### src/rtl/ex_operand_stage_if.sv
// Handshake and operand bus between decode/forwarding sources and the EX operand stage.
// The stage uses the slave modport; the producer/consumer side uses master.
interface ex_operand_stage_if #(
  parameter int DW   = 32,
  parameter int CNTW = 16
);
  logic            in_valid;
  logic            in_ready;
  logic [DW-1:0]   rs_data;
  logic [DW-1:0]   rt_data;
  logic [4:0]      rs_idx;
  logic [4:0]      rt_idx;
  logic [15:0]     imm16;
  logic [4:0]      shamt;
  logic [1:0]      alusrc;
  logic            shift_sel;
  logic [3:0]      aluop_in;
  logic            wr_en_in;
  logic [4:0]      wr_idx_in;
  logic            exmem_wen;
  logic [4:0]      exmem_idx;
  logic [DW-1:0]   exmem_data;
  logic            memwb_wen;
  logic [4:0]      memwb_idx;
  logic [DW-1:0]   memwb_data;
  logic            flush;
  logic            out_valid;
  logic            out_ready;
  logic [DW-1:0]   porta;
  logic [DW-1:0]   portb;
  logic [DW-1:0]   store_data;
  logic [3:0]      aluop;
  logic            wr_en;
  logic [4:0]      wr_idx;
  logic [CNTW-1:0] stall_cnt;

  modport master (
    output in_valid, rs_data, rt_data, rs_idx, rt_idx, imm16, shamt, alusrc,
           shift_sel, aluop_in, wr_en_in, wr_idx_in, exmem_wen, exmem_idx,
           exmem_data, memwb_wen, memwb_idx, memwb_data, flush, out_ready,
    input  in_ready, out_valid, porta, portb, store_data, aluop, wr_en,
           wr_idx, stall_cnt
  );

  modport slave (
    input  in_valid, rs_data, rt_data, rs_idx, rt_idx, imm16, shamt, alusrc,
           shift_sel, aluop_in, wr_en_in, wr_idx_in, exmem_wen, exmem_idx,
           exmem_data, memwb_wen, memwb_idx, memwb_data, flush, out_ready,
    output in_ready, out_valid, porta, portb, store_data, aluop, wr_en,
           wr_idx, stall_cnt
  );
endinterface

### src/rtl/ex_operand_stage.sv
// Operand-formation pipeline slot in front of the ALU: forwards rs/rt from EX/MEM and
// MEM/WB, builds porta/portb, and holds them stable under a valid/ready handshake.
module ex_operand_stage #(
  parameter int DW   = 32,
  parameter int CNTW = 16
) (
  input logic             CLK,
  input logic             RST,
  ex_operand_stage_if.slave bus
);

  localparam logic [0:0]      ST_EMPTY = 1'b0;
  localparam logic [0:0]      ST_FULL  = 1'b1;
  localparam logic [CNTW-1:0] CNT_MAX  = {CNTW{1'b1}};

  logic [0:0]      r_state;
  logic [DW-1:0]   r_porta;
  logic [DW-1:0]   r_portb;
  logic [DW-1:0]   r_store_data;
  logic [3:0]      r_aluop;
  logic            r_wr_en;
  logic [4:0]      r_wr_idx;
  logic [CNTW-1:0] r_stall_cnt;

  logic [0:0]      w_state_nx;
  logic            w_out_valid;
  logic            w_in_ready;
  logic            w_accept;
  logic [DW-1:0]   w_fwd_rs;
  logic [DW-1:0]   w_fwd_rt;
  logic [DW-1:0]   w_porta;
  logic [DW-1:0]   w_portb;

  // EX/MEM is the younger producer, so it takes priority; r0 is hardwired to zero.
  function automatic logic [DW-1:0] fwd_sel(
    input logic [4:0]    idx,
    input logic [DW-1:0] rf_data,
    input logic          ex_wen,
    input logic [4:0]    ex_idx,
    input logic [DW-1:0] ex_data,
    input logic          wb_wen,
    input logic [4:0]    wb_idx,
    input logic [DW-1:0] wb_data
  );
    logic [DW-1:0] v;
    if (idx == 5'd0) begin
      v = {DW{1'b0}};
    end else if (ex_wen && (ex_idx == idx)) begin
      v = ex_data;
    end else if (wb_wen && (wb_idx == idx)) begin
      v = wb_data;
    end else begin
      v = rf_data;
    end
    return v;
  endfunction

  assign w_out_valid = (r_state == ST_FULL);
  assign w_in_ready  = !w_out_valid || bus.out_ready;
  assign w_accept    = bus.in_valid && w_in_ready && !bus.flush;

  assign w_fwd_rs = fwd_sel(bus.rs_idx, bus.rs_data, bus.exmem_wen, bus.exmem_idx,
                            bus.exmem_data, bus.memwb_wen, bus.memwb_idx, bus.memwb_data);
  assign w_fwd_rt = fwd_sel(bus.rt_idx, bus.rt_data, bus.exmem_wen, bus.exmem_idx,
                            bus.exmem_data, bus.memwb_wen, bus.memwb_idx, bus.memwb_data);

  // Operand formation for the instruction being offered this cycle.
  always_comb begin
    w_porta = {DW{1'b0}};
    w_portb = {DW{1'b0}};
    if (bus.shift_sel) begin
      w_porta = {{(DW-5){1'b0}}, bus.shamt};
    end else begin
      w_porta = w_fwd_rs;
    end
    case (bus.alusrc)
      2'b00:   w_portb = w_fwd_rt;
      2'b01:   w_portb = {{(DW-16){bus.imm16[15]}}, bus.imm16};
      2'b10:   w_portb = {{(DW-16){1'b0}}, bus.imm16};
      2'b11:   w_portb = DW'({bus.imm16, 16'h0000});
      default: w_portb = {DW{1'b0}};
    endcase
  end

  // Slot occupancy: flush beats accept, accept beats consume (no bubble on replace).
  always_comb begin
    w_state_nx = r_state;
    case (r_state)
      ST_EMPTY: begin
        if (w_accept) begin
          w_state_nx = ST_FULL;
        end else begin
          w_state_nx = ST_EMPTY;
        end
      end
      ST_FULL: begin
        if (bus.flush) begin
          w_state_nx = ST_EMPTY;
        end else if (w_accept) begin
          w_state_nx = ST_FULL;
        end else if (bus.out_ready) begin
          w_state_nx = ST_EMPTY;
        end else begin
          w_state_nx = ST_FULL;
        end
      end
      default: w_state_nx = ST_EMPTY;
    endcase
  end

  // Slot state and payload; payload only moves on accept so it is frozen while stalled.
  always_ff @(posedge CLK) begin
    if (RST) begin
      r_state      <= ST_EMPTY;
      r_porta      <= {DW{1'b0}};
      r_portb      <= {DW{1'b0}};
      r_store_data <= {DW{1'b0}};
      r_aluop      <= 4'd0;
      r_wr_en      <= 1'b0;
      r_wr_idx     <= 5'd0;
    end else begin
      r_state <= w_state_nx;
      if (w_accept) begin
        r_porta      <= w_porta;
        r_portb      <= w_portb;
        r_store_data <= w_fwd_rt;
        r_aluop      <= bus.aluop_in;
        r_wr_en      <= bus.wr_en_in;
        r_wr_idx     <= bus.wr_idx_in;
      end
    end
  end

  // Back-pressure statistic; survives flush, saturates rather than wrapping.
  always_ff @(posedge CLK) begin
    if (RST) begin
      r_stall_cnt <= {CNTW{1'b0}};
    end else if (w_out_valid && !bus.out_ready && (r_stall_cnt != CNT_MAX)) begin
      r_stall_cnt <= r_stall_cnt + {{(CNTW-1){1'b0}}, 1'b1};
    end
  end

  assign bus.in_ready   = w_in_ready;
  assign bus.out_valid  = w_out_valid;
  assign bus.porta      = r_porta;
  assign bus.portb      = r_portb;
  assign bus.store_data = r_store_data;
  assign bus.aluop      = r_aluop;
  assign bus.wr_en      = r_wr_en;
  assign bus.wr_idx     = r_wr_idx;
  assign bus.stall_cnt  = r_stall_cnt;

endmodule

### src/flat_wrapper.sv
// flat-port wrapper written by rule: the top's interface ports become plain ports
module ex_operand_stage_flat 
#(
  parameter int DW   = 32,
  parameter int CNTW = 16
)
  (CLK, RST, bus_in_valid, bus_rs_data, bus_rt_data, bus_rs_idx, bus_rt_idx, bus_imm16, bus_shamt, bus_alusrc, bus_shift_sel, bus_aluop_in, bus_wr_en_in, bus_wr_idx_in, bus_exmem_wen, bus_exmem_idx, bus_exmem_data, bus_memwb_wen, bus_memwb_idx, bus_memwb_data, bus_flush, bus_out_ready, bus_in_ready, bus_out_valid, bus_porta, bus_portb, bus_store_data, bus_aluop, bus_wr_en, bus_wr_idx, bus_stall_cnt);
  ex_operand_stage_if #(.DW(DW), .CNTW(CNTW)) bus_i ();
  input logic CLK;
  input logic RST;
  input wire logic [$bits(bus_i.in_valid)-1:0] bus_in_valid;
  input wire logic [$bits(bus_i.rs_data)-1:0] bus_rs_data;
  input wire logic [$bits(bus_i.rt_data)-1:0] bus_rt_data;
  input wire logic [$bits(bus_i.rs_idx)-1:0] bus_rs_idx;
  input wire logic [$bits(bus_i.rt_idx)-1:0] bus_rt_idx;
  input wire logic [$bits(bus_i.imm16)-1:0] bus_imm16;
  input wire logic [$bits(bus_i.shamt)-1:0] bus_shamt;
  input wire logic [$bits(bus_i.alusrc)-1:0] bus_alusrc;
  input wire logic [$bits(bus_i.shift_sel)-1:0] bus_shift_sel;
  input wire logic [$bits(bus_i.aluop_in)-1:0] bus_aluop_in;
  input wire logic [$bits(bus_i.wr_en_in)-1:0] bus_wr_en_in;
  input wire logic [$bits(bus_i.wr_idx_in)-1:0] bus_wr_idx_in;
  input wire logic [$bits(bus_i.exmem_wen)-1:0] bus_exmem_wen;
  input wire logic [$bits(bus_i.exmem_idx)-1:0] bus_exmem_idx;
  input wire logic [$bits(bus_i.exmem_data)-1:0] bus_exmem_data;
  input wire logic [$bits(bus_i.memwb_wen)-1:0] bus_memwb_wen;
  input wire logic [$bits(bus_i.memwb_idx)-1:0] bus_memwb_idx;
  input wire logic [$bits(bus_i.memwb_data)-1:0] bus_memwb_data;
  input wire logic [$bits(bus_i.flush)-1:0] bus_flush;
  input wire logic [$bits(bus_i.out_ready)-1:0] bus_out_ready;
  output wire logic [$bits(bus_i.in_ready)-1:0] bus_in_ready;
  output wire logic [$bits(bus_i.out_valid)-1:0] bus_out_valid;
  output wire logic [$bits(bus_i.porta)-1:0] bus_porta;
  output wire logic [$bits(bus_i.portb)-1:0] bus_portb;
  output wire logic [$bits(bus_i.store_data)-1:0] bus_store_data;
  output wire logic [$bits(bus_i.aluop)-1:0] bus_aluop;
  output wire logic [$bits(bus_i.wr_en)-1:0] bus_wr_en;
  output wire logic [$bits(bus_i.wr_idx)-1:0] bus_wr_idx;
  output wire logic [$bits(bus_i.stall_cnt)-1:0] bus_stall_cnt;
  assign bus_i.in_valid = bus_in_valid;
  assign bus_i.rs_data = bus_rs_data;
  assign bus_i.rt_data = bus_rt_data;
  assign bus_i.rs_idx = bus_rs_idx;
  assign bus_i.rt_idx = bus_rt_idx;
  assign bus_i.imm16 = bus_imm16;
  assign bus_i.shamt = bus_shamt;
  assign bus_i.alusrc = bus_alusrc;
  assign bus_i.shift_sel = bus_shift_sel;
  assign bus_i.aluop_in = bus_aluop_in;
  assign bus_i.wr_en_in = bus_wr_en_in;
  assign bus_i.wr_idx_in = bus_wr_idx_in;
  assign bus_i.exmem_wen = bus_exmem_wen;
  assign bus_i.exmem_idx = bus_exmem_idx;
  assign bus_i.exmem_data = bus_exmem_data;
  assign bus_i.memwb_wen = bus_memwb_wen;
  assign bus_i.memwb_idx = bus_memwb_idx;
  assign bus_i.memwb_data = bus_memwb_data;
  assign bus_i.flush = bus_flush;
  assign bus_i.out_ready = bus_out_ready;
  assign bus_in_ready = bus_i.in_ready;
  assign bus_out_valid = bus_i.out_valid;
  assign bus_porta = bus_i.porta;
  assign bus_portb = bus_i.portb;
  assign bus_store_data = bus_i.store_data;
  assign bus_aluop = bus_i.aluop;
  assign bus_wr_en = bus_i.wr_en;
  assign bus_wr_idx = bus_i.wr_idx;
  assign bus_stall_cnt = bus_i.stall_cnt;
  ex_operand_stage #(.DW(DW), .CNTW(CNTW)) u_core (.CLK(CLK), .RST(RST), .bus(bus_i));
endmodule
### config.mk
export PLATFORM = sky130hd
export DESIGN_NAME = ex_operand_stage_flat
export DESIGN_NICKNAME = d
export VERILOG_FILES = /design/src/rtl/ex_operand_stage_if.sv /design/src/rtl/ex_operand_stage.sv /design/src/flat_wrapper.sv
export SDC_FILE = /design/constraint.sdc
export NUM_CORES = 1
export LEC_CHECK = 0
export BUFFER_PORTS_ARGS = -buffer_cell sky130_fd_sc_hd__buf_2
export CORE_UTILIZATION = 46
export CTS_CLUSTER_SIZE = 14
export DETAILED_ROUTE_END_ITERATION = 8
export HOLD_SLACK_MARGIN = 0.15
export PLACE_DENSITY = 0.87
export SLEW_MARGIN = 10
export SYNTH_ARGS = -nofsm -noshare
export SYNTH_HDL_FRONTEND = slang
export SYNTH_SLANG_ARGS = --single-unit
### constraint.sdc
create_clock -name CLK -period 4.55 [get_ports CLK]
set_clock_uncertainty 0.05 [all_clocks]
set_input_delay 0.6825 -clock CLK [delete_from_list [all_inputs] [get_ports CLK]]
set_output_delay 0.6825 -clock CLK [all_outputs]
set_load 0.1 [all_outputs]
After elaboration in Yosys (flattened, before gate mapping). Cells that the tools add are included.

Bits in registers: 123. Input port bits: 189. Output and inout port bits: 124. Logic and storage cells: 46.

$add $sub $neg: 1. Equality and inequality tests: 8. Mux-type cells: 13. Bitwise gates (word level): 1. Reduce and logical (&&, ||, !) cells: 15.

Operator list (number): 2-to-1 mux 32 bit (7); one-hot mux 32 bit (4 select lines) (1); == test 5 bit (4); adder 16 x 1 -> 16 bit, second input constant (1); != test 16 bit, second input constant (1); zero test 5 bit (2); logical AND 1 bit (8); == test 2 bit, second input constant (2); 2-to-1 mux 1 bit (4); zero test 1 bit (3); == test 2 x 1 -> 1 bit, second input constant (1); zero test 2 bit (1); one-hot mux 1 bit (2 select lines) (1); logical OR 1 bit (1); inverter 1 bit (1).

Longest topological paths before layout.
Depth after elaboration: 7. Mapped depth: 8. Gate-level depth less buffers: 6.

Worst setup path before layout. No wires, ideal clock.

Path type: reg-to-reg. From: register u_core.r_state (netlist: u_core.bus.out_valid). To: register u_core.r_aluop[0] (netlist: u_core.bus.aluop[0]). Library setup time: 71 ps. Arrival time: 2873 ps. Required time: 4429 ps. Setup slack: 1556 ps. Cell stages (with the launch flop): 9. Buffers on the path: 3. Clock period less this slack: 2994 ps. Cells stage by stage: dfxtp_1 nor2b_1 inv_1 nand3b_1 buf_2 buf_2 buf_2 nand2_1 a21oi_1.

Longest elaborated chain between the ends: 4.

RTL lines: start: declaration (RTL line ex_operand_stage.sv:16) `logic [0:0] r_state;`; start signal: assignment (RTL line ex_operand_stage.sv:122) `r_state <= w_state_nx;`; zero test 1 bit (RTL line ex_operand_stage.sv:59) `assign w_in_ready = !w_out_valid || bus.out_ready;`; logical OR 1 bit (RTL line ex_operand_stage.sv:59); via bus_in_ready (RTL line flat_wrapper.sv:31) `output wire logic [$bits(bus_i.in_ready)-1:0] bus_in_ready;`; logical AND 1 bit (2 in series) (RTL line ex_operand_stage.sv:60) `assign w_accept = bus.in_valid && w_in_ready && !bus.flush;`; end signal: assignment (RTL line ex_operand_stage.sv:127) `r_aluop <= bus.aluop_in;`; end: declaration (RTL line ex_operand_stage.sv:20) `logic [3:0] r_aluop;`.

The timed path passes the listed nets, and every way through them passes these cells. A chain may end at the register's enable or synchronous reset.

Worst setup path in the final report.
From: input port bus_rt_idx[2]. To: register u_core.r_portb[5] (netlist: u_core.bus.portb[5]).

Longest elaborated chain between the ends: 6. Elaborated cells on any way between the ends: 9. Those cells by class: eq/ne (2); mux (4); reduce/logical (3).

RTL lines: start: declaration (RTL line flat_wrapper.sv:15) `input wire logic [$bits(bus_i.rt_idx)-1:0] bus_rt_idx;`; == test 5 bit (RTL line ex_operand_stage.sv:50) `end else if (wb_wen && (wb_idx == idx)) begin`; logical AND 1 bit (RTL line ex_operand_stage.sv:50); 2-to-1 mux 32 bit (RTL line ex_operand_stage.sv:50); 2-to-1 mux 32 bit (RTL line ex_operand_stage.sv:48) `end else if (ex_wen && (ex_idx == idx)) begin`; 2-to-1 mux 32 bit * (RTL line ex_operand_stage.sv:46) `if (idx == 5'd0) begin`; one-hot mux 32 bit (4 select lines) * (RTL line ex_operand_stage.sv:76) `case (bus.alusrc)`; end signal: assignment (RTL line ex_operand_stage.sv:116) `r_portb <= {DW{1'b0}};`; end signal: assignment (RTL line ex_operand_stage.sv:125) `r_portb <= w_portb;`; end: declaration (RTL line ex_operand_stage.sv:18) `logic [DW-1:0] r_portb;`.

Every way passes the cells marked *; elsewhere a longest branch is shown, timed or not.

==> results.py <==
metrics = {
    "power_and_ir_drop": {
        "ir_worst_vdd_mv": 0.299,
        "power_density_mw_per_mm2": 367,
        "p_leak_uw": 0.00407,
        "p_total_uw": 3230,
    },
    "route": {
        "drc": 0,
        "routed_wire_length_per_instance_um": 21.0,
        "first_pass_iters": 6,
        "vias": 7747,
        "viasPerCell": 6.10,
        "ant_nets": 0,
        "drt-total-wl_um": 26600,
        "drt_iter0_markers": 549,
    },
    "logic_synthesis": {
        "ys.flop_type": "dfxtp_1",
        "synth_cell_types": 44,
        "synth-xor-area-share": 0.0438,
        "syn-num-nets": 988,
        "netlist_area_mm2": 0.00660,
        "synth_area_leaders": "dfxtp_1 (37%), and3_1 (8.2%), a221oi_2 (6.8%)",
        "synth_compound_area_frac": 0.299,
        "yosysSeqAreaShare": 0.373,
        "synthArstFlopShare": 0,
        "yosys.area_share.simple": 0.220,
        "yosysTopAreaCell": "dfxtp_1",
        "synth_top_family_by_area": "compound AO/OA/AOI/OAI gates",
        "muxShareOfSynthArea": 0.00531,
        "synthAdderAreaFrac": 0.00189,
        "synth_top_area_frac": 0.373,
        "syn_area_per_cell_um2": 8.28,
        "ys_ff_latch": 123,
        "synth-edff-count": 0,
        "synthCells": 798,
        "yosysWarningCount": 0,
    },
    "clock_network": {
        "insertion_delay_ps": 420,
        "clkTransAtPathRegs_ps": 60,
        "hold_buffers": 0,
        "cts_made_buffers": 17,
        "cts.sinks": 123,
        "root_buffer": "clkbuf_16",
        "htreeDepth": 4,
        "cts_tree": "yes",
        "cts_resized": 0,
        "cts_buffer_depth": 2,
        "postCtsSetupBuffers": 0,
    },
    "layout": {
        "finalNetCount": 1264,
        "syn_to_final_growth_pct": 33.2,
        "drive_gt1_frac": 0.367,
        "final_cell_area_mm2": 0.00879,
        "regArea_mm2": 0.00246,
        "num-fill-cells": 1221,
        "layout_common_cells": "buf_2 (312), dfxtp_1 (123), nand2_1 (88)",
        "fin_util": 0.631,
        "multi_input_area_mm2": 0.00380,
        "final_common_cell": "buf_2",
    },
    "floorplanning": {
        "rows": 43,
        "die-area_mm2": 0.0148,
        "io_pins": 313,
        "die_w_um": 122,
        "start_util": 0.474,
        "core_area_mm2": 0.0139,
        "die_y_um": 122,
    },
    "grt": {
        "grt_first_pass_wirelength_um": 39800,
        "antenna_found_initial": 3,
        "grt_usage": 0.354,
        "grt_pass1_vias": 7210,
        "grt_overflow": 0,
        "grt_max_degree": 47,
    },
    "critical_path": {
        "worst-r2r-cell-count": 5,
        "critical_path.slowest_cell": "nor3_2",
        "slowest_delay_ps": 900,
        "cp_data_required_time_ps": 4810,
        "path_max_fanout": 17,
        "path_cells": "buf_2 > or4_1 > nor2_1 > nor3_2 > nand3b_1 > o32ai_1",
        "worst_setup_path_end_kind": "flip-flop",
        "cp.arrival_ps": 3280,
        "crit_type": "input pin to flip-flop",
        "path_buf_inv": 1,
        "cp_top_family": "simple AND/OR/NAND/NOR gates",
        "worst_setup_path_start_kind": "input pin",
        "critical_path_depth": 6,
    },
    "outcome": {
        "outcome": "finished clean",
    },
    "sta": {
        "rsz0062_at_grt": "false",
        "period_share": 0.664,
        "fmax_ghz": 0.331,
        "min_period_ps": 3020,
        "setup-tns-final_ps": 0,
        "finalSetupViolations": 0,
        "slew-limit-headroom": 0.208,
        "drv_slew": 0,
        "timing_hold_violations_final": 0,
        "hold_slack_ps": 392,
        "worst_pin_slew_ps": 1180,
    },
    "worst_hold_path": {
        "worstHoldPathCells": 2,
        "hold_class": "flip-flop to flip-flop",
    },
    "run": {
        "drv_cap": 0,
    },
    "place": {
        "hpwlAfterDp_um": 19700,
        "portBuffers": 312,
        "placed_cell_area_mm2": 0.00825,
        "gp_congestion": 0.954,
    },
}
## cell families after synthesis
group / count (synthesis)
AOI/OAI and AO/OA: 261
buffers and inverters: 91
DFF: 123
and+or+nand+nor: 286
muxes: 3
xor gates and xnor gates: 33
adders and majority gates: 1
## path summary, 6_finish.rpt
check,slack (ps),end,startpoint
worst min register to register,390,u_core.bus.store_data[24]$_SDFFE_PP0P_,u_core.bus.store_data[24]$_SDFFE_PP0P_
worst max-delay path,1530,u_core.bus.portb[5]$_SDFFE_PP0P_,bus_rt_idx[2]
worst min-delay path,390,u_core.bus.store_data[24]$_SDFFE_PP0P_,u_core.bus.store_data[24]$_SDFFE_PP0P_
worst max register to register,1780,u_core.bus.portb[5]$_SDFFE_PP0P_,u_core.bus.out_valid$_SDFF_PP0_
## sequential cells by signal, summed over array words and instances (netlist names)
register,cells
u_core.bus.porta,32
u_core.bus.stall_cnt,16
u_core.bus.portb,32
u_core.bus.out_valid,1
u_core.bus.wr_idx,5
u_core.bus.wr_en,1
u_core.bus.aluop,4
u_core.bus.store_data,32
## synth_stat cells (all sizes together), types with 2 or more instances
cell      n
and4      2
a21oi    32
nand2    88
nand4     4
nor3b     2
buf      20
nand3     5
o21ai    64
a211oi   35
nor2     68
o211ai   15
nor3     10
nor2b     2
o31ai    44
dfxtp   123
clkbuf   52
mux2i     2
or4       2
a221oi   31
or3       2
xnor2    17
nand3b    3
xor2     16
and3     87
and2      3
nor4      6
o32ai    21
inv      19
nor4b     2
a22oi    16
## layer usage
layer	global-route usage	share of wire	wire, um
met2	0.561	0.46	12400
met1	0.435	0.37	9950
met5	0	0	0
met4	0.199	0.057	1510
met3	0.0927	0.11	2800
## metrics by stage
stage,cells,worst slack (ps)
after global routing,1268,1450
final,1269,1530
after global placement,1235,1320
after CTS,1266,1610
after detailed placement,1235,1230
after floorplan,798,1560
## worst min-delay path, stage by stage (launching register included)
cell and delay (ps):
dfxtp_1 310, nand2_1 50, o21ai_1 50
## area by class of cell
| cell class | count | share of cell area |
|---|---|---|
| repair buffers | 329 | 0.192 |
| well taps | 180 | 0.0256 |
| diodes | 3 | 0.000854 |
| multi-input cells | 584 | 0.432 |
| clock inverters | 8 | 0.00797 |
| inverters | 19 | 0.00811 |
| clock buffers | 23 | 0.0532 |
| flip-flops and latches | 123 | 0.280 |
## report_power, final
part / leakage, uW / switching, uW / internal (uW)
sequential: 0.00100 / 26.4 / 1130
clock: 0.000263 / 479 / 770
combinational: 0.00281 / 632 / 193
No activity file was read; power rests on OpenSTA's default activity.
